[config.mk]
export PLATFORM = sky130hd
export DESIGN_NAME = combat_referee
export DESIGN_NICKNAME = d
export VERILOG_FILES = /design/src/rtl/combat_pkg.sv /design/src/rtl/combat_referee_knock_timer.sv /design/src/rtl/combat_referee.sv
export SDC_FILE = /design/constraint.sdc
export NUM_CORES = 1
export LEC_CHECK = 0
export BUFFER_PORTS_ARGS = -buffer_cell sky130_fd_sc_hd__buf_2
export CAP_MARGIN = 40
export CELL_PAD_IN_SITES_DETAIL_PLACEMENT = 0
export CELL_PAD_IN_SITES_GLOBAL_PLACEMENT = 1
export CORE_ASPECT_RATIO = 1.1
export CORE_MARGIN = 5
export CORE_UTILIZATION = 38
export DETAILED_ROUTE_END_ITERATION = 16
export PLACE_DENSITY = 0.78
export SLEW_MARGIN = 40
export SYNTH_ARGS = -nofsm -noshare
export SYNTH_HDL_FRONTEND = slang
export SYNTH_HIERARCHICAL = 1
export SYNTH_SLANG_ARGS = --single-unit
[constraint.sdc]
create_clock -name Clk -period 3.3 [get_ports Clk]
set_input_delay 0.33 -clock Clk [delete_from_list [all_inputs] [get_ports Clk]]
set_output_delay 0.33 -clock Clk [all_outputs]
set_load 0.05 [all_outputs]
[src/rtl/combat_pkg.sv]
// Shared types and default constants for the combat referee.
//   back_code_t  : per-victim stun code driven onto back1/back2
//   game_state_t : referee match state
package combat_pkg;

  typedef enum logic [1:0] {
    BACK_NONE  = 2'd0,
    BACK_BLOCK = 2'd1,
    BACK_KNOCK = 2'd2
  } back_code_t;

  typedef enum logic [1:0] {
    IDLE  = 2'd0,
    FIGHT = 2'd1,
    OVER  = 2'd2
  } game_state_t;

  localparam int HP_MAX_DEF       = 100;
  localparam int KICK_DMG_DEF     = 15;
  localparam int PUNCH_DMG_DEF    = 10;
  localparam int HIT_RANGE_DEF    = 60;
  localparam int KNOCK_FRAMES_DEF = 12;
  localparam int BLOCK_FRAMES_DEF = 6;

endpackage

[src/rtl/combat_referee_knock_timer.sv]
// knock_timer: per-victim stun timer.
// Ports:
//   clk_i, rst_i       clock, synchronous active-high reset
//   frame_en_i         frame strobe; state only moves on it
//   clr_i              drop any running stun (match over)
//   load_i, code_i     start a stun of the given kind
//   dir_i              1 = push right, 0 = push left (latched at load)
//   back_o             current stun code, BACK_NONE when idle
//   stand_left_o/right_o  latched push direction while stunned
//   busy_o             stun active (victim invulnerable, cannot attack)
module knock_timer
  import combat_pkg::*;
#(
  parameter int KNOCK_LEN = KNOCK_FRAMES_DEF,
  parameter int BLOCK_LEN = BLOCK_FRAMES_DEF
) (
  input  logic       clk_i,
  input  logic       rst_i,
  input  logic       frame_en_i,
  input  logic       clr_i,
  input  logic       load_i,
  input  back_code_t code_i,
  input  logic       dir_i,
  output back_code_t back_o,
  output logic       stand_left_o,
  output logic       stand_right_o,
  output logic       busy_o
);

  logic [3:0] cnt_q;
  back_code_t code_q;
  logic       left_q, right_q;

  // The code is dropped on the same frame the count reaches zero, so the
  // stun is visible for exactly the loaded number of frames.
  always_ff @(posedge clk_i) begin
    if (rst_i) begin
      cnt_q   <= '0;
      code_q  <= BACK_NONE;
      left_q  <= 1'b0;
      right_q <= 1'b0;
    end else if (frame_en_i) begin
      if (clr_i) begin
        cnt_q   <= '0;
        code_q  <= BACK_NONE;
        left_q  <= 1'b0;
        right_q <= 1'b0;
      end else if (load_i) begin
        cnt_q   <= (code_i == BACK_BLOCK) ? 4'(BLOCK_LEN) : 4'(KNOCK_LEN);
        code_q  <= code_i;
        left_q  <= ~dir_i;
        right_q <= dir_i;
      end else if (cnt_q != 4'd0) begin
        cnt_q <= cnt_q - 4'd1;
        if (cnt_q == 4'd1) begin
          code_q  <= BACK_NONE;
          left_q  <= 1'b0;
          right_q <= 1'b0;
        end
      end
    end
  end

  assign back_o        = code_q;
  assign stand_left_o  = left_q;
  assign stand_right_o = right_q;
  assign busy_o        = (cnt_q != 4'd0);

endmodule

[src/rtl/combat_referee.sv]
// combat_referee: judges hits between two fighters once per frame and keeps
// health and win state.
// Ports:
//   Clk, Reset                 clock, synchronous active-high reset
//   frame_en                   one-clock frame strobe; everything advances on it
//   start                      leaves IDLE
//   kick/fight/dodge_p1,_p2    action flags
//   BallX_p1, BallX_p2, near_y fighter positions / vertical reach
//   back1, back2               0 none, 1 block-stun, 2 knockback
//   stand_left/right1,2        push direction while stunned
//   hp1, hp2                   health
//   p1win, p2win               latched result (both = draw)
module combat_referee
  import combat_pkg::*;
#(
  parameter int HP_MAX       = HP_MAX_DEF,
  parameter int KICK_DMG     = KICK_DMG_DEF,
  parameter int PUNCH_DMG    = PUNCH_DMG_DEF,
  parameter int HIT_RANGE    = HIT_RANGE_DEF,
  parameter int KNOCK_FRAMES = KNOCK_FRAMES_DEF,
  parameter int BLOCK_FRAMES = BLOCK_FRAMES_DEF
) (
  input  logic       Clk,
  input  logic       Reset,
  input  logic       frame_en,
  input  logic       start,
  input  logic       kick_p1,
  input  logic       fight_p1,
  input  logic       dodge_p1,
  input  logic       kick_p2,
  input  logic       fight_p2,
  input  logic       dodge_p2,
  input  logic [9:0] BallX_p1,
  input  logic [9:0] BallX_p2,
  input  logic       near_y,
  output logic [1:0] back1,
  output logic [1:0] back2,
  output logic       stand_left1,
  output logic       stand_right1,
  output logic       stand_left2,
  output logic       stand_right2,
  output logic [6:0] hp1,
  output logic [6:0] hp2,
  output logic       p1win,
  output logic       p2win
);

  game_state_t state_q;
  logic [6:0]  hp1_q, hp2_q, hp1_d, hp2_d;
  logic        atk1_prev_q, atk2_prev_q;
  logic        p1win_q, p2win_q;

  logic        atk1, atk2, start1, start2;
  logic        busy1, busy2, hit1, hit2;
  logic [9:0]  dx;
  logic        in_range, game_over, tmr_clr;
  logic [6:0]  dmg1, dmg2;
  back_code_t  back1_c, back2_c, code1, code2;

  assign dx       = (BallX_p1 >= BallX_p2) ? (BallX_p1 - BallX_p2) : (BallX_p2 - BallX_p1);
  assign in_range = near_y && (dx <= 10'(HIT_RANGE));

  // Attack starts are edges against last frame's combined kick|fight.
  assign atk1   = kick_p1 | fight_p1;
  assign atk2   = kick_p2 | fight_p2;
  assign start1 = atk1 & ~atk1_prev_q;
  assign start2 = atk2 & ~atk2_prev_q;

  // Either fighter being stunned blocks both directions of attack, so a
  // simultaneous trade only happens when both are free.
  assign hit1 = (state_q == FIGHT) && start1 && in_range && !busy1 && !busy2;
  assign hit2 = (state_q == FIGHT) && start2 && in_range && !busy1 && !busy2;

  assign dmg1  = kick_p1 ? 7'(KICK_DMG) : 7'(PUNCH_DMG);
  assign dmg2  = kick_p2 ? 7'(KICK_DMG) : 7'(PUNCH_DMG);
  assign code1 = dodge_p1 ? BACK_BLOCK : BACK_KNOCK;
  assign code2 = dodge_p2 ? BACK_BLOCK : BACK_KNOCK;

  always_comb begin
    hp1_d = hp1_q;
    hp2_d = hp2_q;
    if (hit2 && !dodge_p1) hp1_d = (hp1_q > dmg2) ? (hp1_q - dmg2) : 7'd0;
    if (hit1 && !dodge_p2) hp2_d = (hp2_q > dmg1) ? (hp2_q - dmg1) : 7'd0;
  end

  assign game_over = (state_q == FIGHT) && ((hp1_d == 7'd0) || (hp2_d == 7'd0));
  // Stuns are dropped as the match ends so back* is already 0 in OVER.
  assign tmr_clr   = (state_q == OVER) || game_over;

  always_ff @(posedge Clk) begin
    if (Reset) begin
      state_q     <= IDLE;
      hp1_q       <= 7'(HP_MAX);
      hp2_q       <= 7'(HP_MAX);
      atk1_prev_q <= 1'b0;
      atk2_prev_q <= 1'b0;
      p1win_q     <= 1'b0;
      p2win_q     <= 1'b0;
    end else if (frame_en) begin
      atk1_prev_q <= atk1;
      atk2_prev_q <= atk2;
      case (state_q)
        IDLE: if (start) state_q <= FIGHT;
        FIGHT: begin
          hp1_q <= hp1_d;
          hp2_q <= hp2_d;
          if (game_over) begin
            state_q <= OVER;
            p1win_q <= (hp2_d == 7'd0);
            p2win_q <= (hp1_d == 7'd0);
          end
        end
        default: state_q <= OVER;
      endcase
    end
  end

  knock_timer #(.KNOCK_LEN(KNOCK_FRAMES), .BLOCK_LEN(BLOCK_FRAMES)) u_tmr1 (
    .clk_i(Clk), .rst_i(Reset), .frame_en_i(frame_en), .clr_i(tmr_clr),
    .load_i(hit2), .code_i(code1), .dir_i(BallX_p1 >= BallX_p2),
    .back_o(back1_c), .stand_left_o(stand_left1), .stand_right_o(stand_right1),
    .busy_o(busy1)
  );

  knock_timer #(.KNOCK_LEN(KNOCK_FRAMES), .BLOCK_LEN(BLOCK_FRAMES)) u_tmr2 (
    .clk_i(Clk), .rst_i(Reset), .frame_en_i(frame_en), .clr_i(tmr_clr),
    .load_i(hit1), .code_i(code2), .dir_i(BallX_p2 >= BallX_p1),
    .back_o(back2_c), .stand_left_o(stand_left2), .stand_right_o(stand_right2),
    .busy_o(busy2)
  );

  assign back1 = back1_c;
  assign back2 = back2_c;
  assign hp1   = hp1_q;
  assign hp2   = hp2_q;
  assign p1win = p1win_q;
  assign p2win = p2win_q;

endmodule

==> flow_metrics.env <==
export IMPL_drt_wl_total_um=8550
export IMPL_layout_cells_non_filler=635
export IMPL_area_growth_pct=31.7
export IMPL_fin_hold_ws_ns=0.357
export IMPL_seqPwrFrac_pct=30.7
export IMPL_grt_max_degree=42
export IMPL_ys_seq_area_share_pct=22.3
export IMPL_p_comb_share_pct=45.8
export IMPL_tritoncts="yes"
export IMPL_clk_pin_slew_ns=0.07
export IMPL_syn_nets=473
export IMPL_status="finished, violations left"
export IMPL_place_inst=624
export IMPL_drv_slew=0
export IMPL_die_x_um=97.9
export IMPL_rows=35
export IMPL_start_util_pct=38.7
export IMPL_synth_ff_type="dfxtp_1"
export IMPL_ios=55
export IMPL_crit_chain="inv_2 > ha_4 > or3b_4 > or4b_4 > a311o_2 > nand2_2 > nand4_1 > mux2i_2 > nor2_4 > o21ai_4 > o31a_1 > o221a_1"
export IMPL_cp_slowest_cell="or4b_4"
export IMPL_via_per_inst=5.26
export IMPL_finalCritPeriodShare_pct=101
export IMPL_hold_start="dodge_p1"
export IMPL_drv_cap=0
export IMPL_die_h_um=107
export IMPL_tightestPinTransition_ns=0.741
export IMPL_critical_path_startpoint="u_tmr2/cnt_q[0]$_SDFFE_PP0P_"
export IMPL_route_antenna_remaining_nets=0
export IMPL_p_int_mw=1.10
export IMPL_cts_root_buffer="clkbuf_8"
export IMPL_critical_path_max_stage_delay_ns=0.55
export IMPL_pre_cts_ws_ns=-0.161
export IMPL_grt_pass1_vias=3247
export IMPL_netlist_area_um2=3230
export IMPL_power_frac_clock_pct=23.4
export IMPL_synth_edff_count=0
export IMPL_setup_violations_final=3
export IMPL_netlist_instances=412
export IMPL_finalCriticalPeriod_ns=3.34
export IMPL_multiInputGateArea_um2=2370
export IMPL_grt_pass1_wl_um=14100
export IMPL_antenna_cells=0
export IMPL_power_density_nw_per_um2=384
export IMPL_cts_sinks=36
export IMPL_nets=584
export IMPL_drt_first_iter_violations=150
export IMPL_critPathMaxFanout=6
export IMPL_yosys_warnings=6
export IMPL_stdcell_area_um2=4260
export IMPL_htree_levels=2
export IMPL_drc=0
export IMPL_finalPower_mw=1.63
export IMPL_skew_ns=0.00941
export IMPL_wire_per_inst_um=13.5
export IMPL_grt_usage_pct=15.7
export IMPL_worst_ep_required_time_ns=3.47
export IMPL_fp_coreArea_um2=8360
export IMPL_ir_worst_vdd_uv=222
export IMPL_die_area_um2=10500
export IMPL_cp_end_kind="flop"
export IMPL_crit_type="reg -> reg"
export IMPL_p_sw_mw=0.531
export IMPL_ys_types=69
export IMPL_min_path_type="in -> reg"
export IMPL_cp_num_buf_inv=1
export IMPL_grt_overflow_total=0
export IMPL_ff_latch_area_um2=724
export IMPL_cts_made_buffers=5
export IMPL_clockBufferDepth=2
export IMPL_p_sw_share_pct=32.5
export IMPL_startpoint_type="flop"
export IMPL_antenna_found_initial=0
export IMPL_firstDrtPassIters=4
export IMPL_fmax_mhz=299
export IMPL_worstPathArrival_ns=3.52
export IMPL_fin_ws_ns=-0.0446
export IMPL_gp_congestion=0.835
export IMPL_tns_ns=-0.0714
export IMPL_crit_family="simple AND/OR/NAND/NOR gates"
export IMPL_violations="setup timing"
export IMPL_relSlewSlack_pct=50.6
export IMPL_rsz0062_at_grt="true"
export IMPL_drive_gt1_share_pct=33.0
export IMPL_ys_ff_latch=36
export IMPL_timing_rr_start="u_tmr2/cnt_q[0]$_SDFFE_PP0P_"
export IMPL_vias=3337
export IMPL_hold_viol_final=0
export IMPL_n_fill_cell=831
export IMPL_fin_util_pct=50.9
export IMPL_clk_latency_ns=0.29
export IMPL_dpl_hpwl_um=6610
export IMPL_leakagePower_nw=1.92
export IMPL_place_area_um2=4020
export IMPL_synthArstFlopShare_pct=0
export IMPL_io_buffers=54
export IMPL_synth_avg_cell_area_um2=7.85
-- power groups by stage --
stage	Clock [mW]	Sequential (mW)	Combinational, mW
after CTS	0.393	0.496	0.704
after floorplan	0	0.518	0.409
final	0.383	0.502	0.749
after detailed placement	0	0.507	0.689
after global routing	0.416	0.505	0.818
after global placement	0	0.505	0.680
-- worst min-delay path: stages --
cell,delay [ns]
buf_2,0.13
nand4_1,0.09
o21ai_0,0.07
-- cell families (layout without fill, tap and decap cells) --
group | Yosys count | in the layout | synth area share, %
AO/OA/AOI/OAI | 112 | 113 | 24.5
XOR/XNOR | 12 | 12 | 3.25
adder cells (fa/ha/maj) | 30 | 30 | 11.6
buffers and inverters | 58 | 169 | 8.05
flip-flops | 36 | 36 | 22.3
multiplexers | 9 | 9 | 2.83
AND/OR/NAND/NOR | 155 | 155 | 27.5
-- metal layers --
metal | share of wire, % | wire length (µm) | GRT usage (%)
met1 | 46 | 3940 | 19.9
met3 | 3.9 | 333 | 2.86
met2 | 49 | 4160 | 27.7
met5 | 0 | 0 | 0
met4 | 1.3 | 114 | 3.36
-- synth_stat cells (5+ instances only) --
library cell | count | area share, %
nor2_1 | 26 | 3.0
nand3_1 | 7 | 1.1
nand3b_1 | 7 | 1.6
ha_1 | 30 | 12
nor2b_1 | 5 | 0.97
nand4_1 | 11 | 2.1
mux2i_1 | 8 | 2.5
xor2_1 | 10 | 2.7
inv_1 | 41 | 4.8
a21oi_1 | 25 | 3.9
a21o_1 | 5 | 1.2
nand2_1 | 31 | 3.6
a31oi_1 | 6 | 1.2
o21ai_0 | 22 | 3.4
nand2b_1 | 20 | 3.9
buf_6 | 5 | 1.7
nor3_1 | 11 | 1.7
clkbuf_1 | 7 | 0.81
o21a_1 | 6 | 1.4
dfxtp_1 | 36 | 22
o31ai_1 | 5 | 1.2
-- cell type report --
type / count / area share [%]
Multi-Input combinational cell: 319 / 55.6
Timing Repair Buffer: 120 / 18.0
Sequential cell: 36 / 17.0
Inverter: 41 / 3.61
Tap cell: 111 / 3.26
Clock buffer: 6 / 1.70
Clock inverter: 2 / 0.823
-- sequential cells by signal (all words and copies together), names as in the netlist --
signal	flops
p2win	1
p1win	1
atk1_prev_q	1
u_tmr1/stand_left_o	1
state_q	2
hp2	7
u_tmr1/back_o	2
u_tmr2/stand_left_o	1
u_tmr2/back_o	2
hp1	7
u_tmr2/cnt_q	4
u_tmr1/stand_right_o	1
u_tmr2/stand_right_o	1
atk2_prev_q	1
u_tmr1/cnt_q	4
-- path summary, 6_finish.rpt --
kind / end / slack, ns / depth (start not counted)
min reg2reg: u_tmr2/back_o[0]$_SDFFE_PP0P_ / 0.47 / 2
min: u_tmr1/back_o[0]$_SDFFE_PP0P_ / 0.36 / 3
max: u_tmr2/cnt_q[2]$_SDFFE_PP0P_ / -0.04 / 12
max reg2reg: u_tmr2/cnt_q[2]$_SDFFE_PP0P_ / -0.04 / 12
-- cells in the final DEF (no fill, tap or decap), drive strengths merged, types with 3 or more instances in the layout --
cell type / instances
a21oi: 26
nor4: 3
a31oi: 7
o21ai: 28
a211oi: 3
or3b: 4
buf: 120
a211o: 4
nand3: 7
nand4b: 4
ha: 30
nor3: 11
nand4: 11
o21a: 6
nor2: 27
nor2b: 5
nand2b: 20
mux2i: 8
nand2: 32
o31ai: 5
clkbuf: 6
or4b: 3
a221o: 3
a221oi: 4
or4: 4
a21boi: 3
xor2: 10
a21o: 5
nand3b: 7
or3: 4
dfxtp: 36
nor3b: 3
inv: 41
-- repair_timing --
action                                  4_1_cts  5_1_grt
setup buffers                                 0        3
resized for setup                             8       26
endpoints found under the setup margin        9       16
gates cloned                                  0        1
hold buffers                                  0        0
pin swaps                                     6       17
Note: power is estimated with default switching activity, not from simulation.
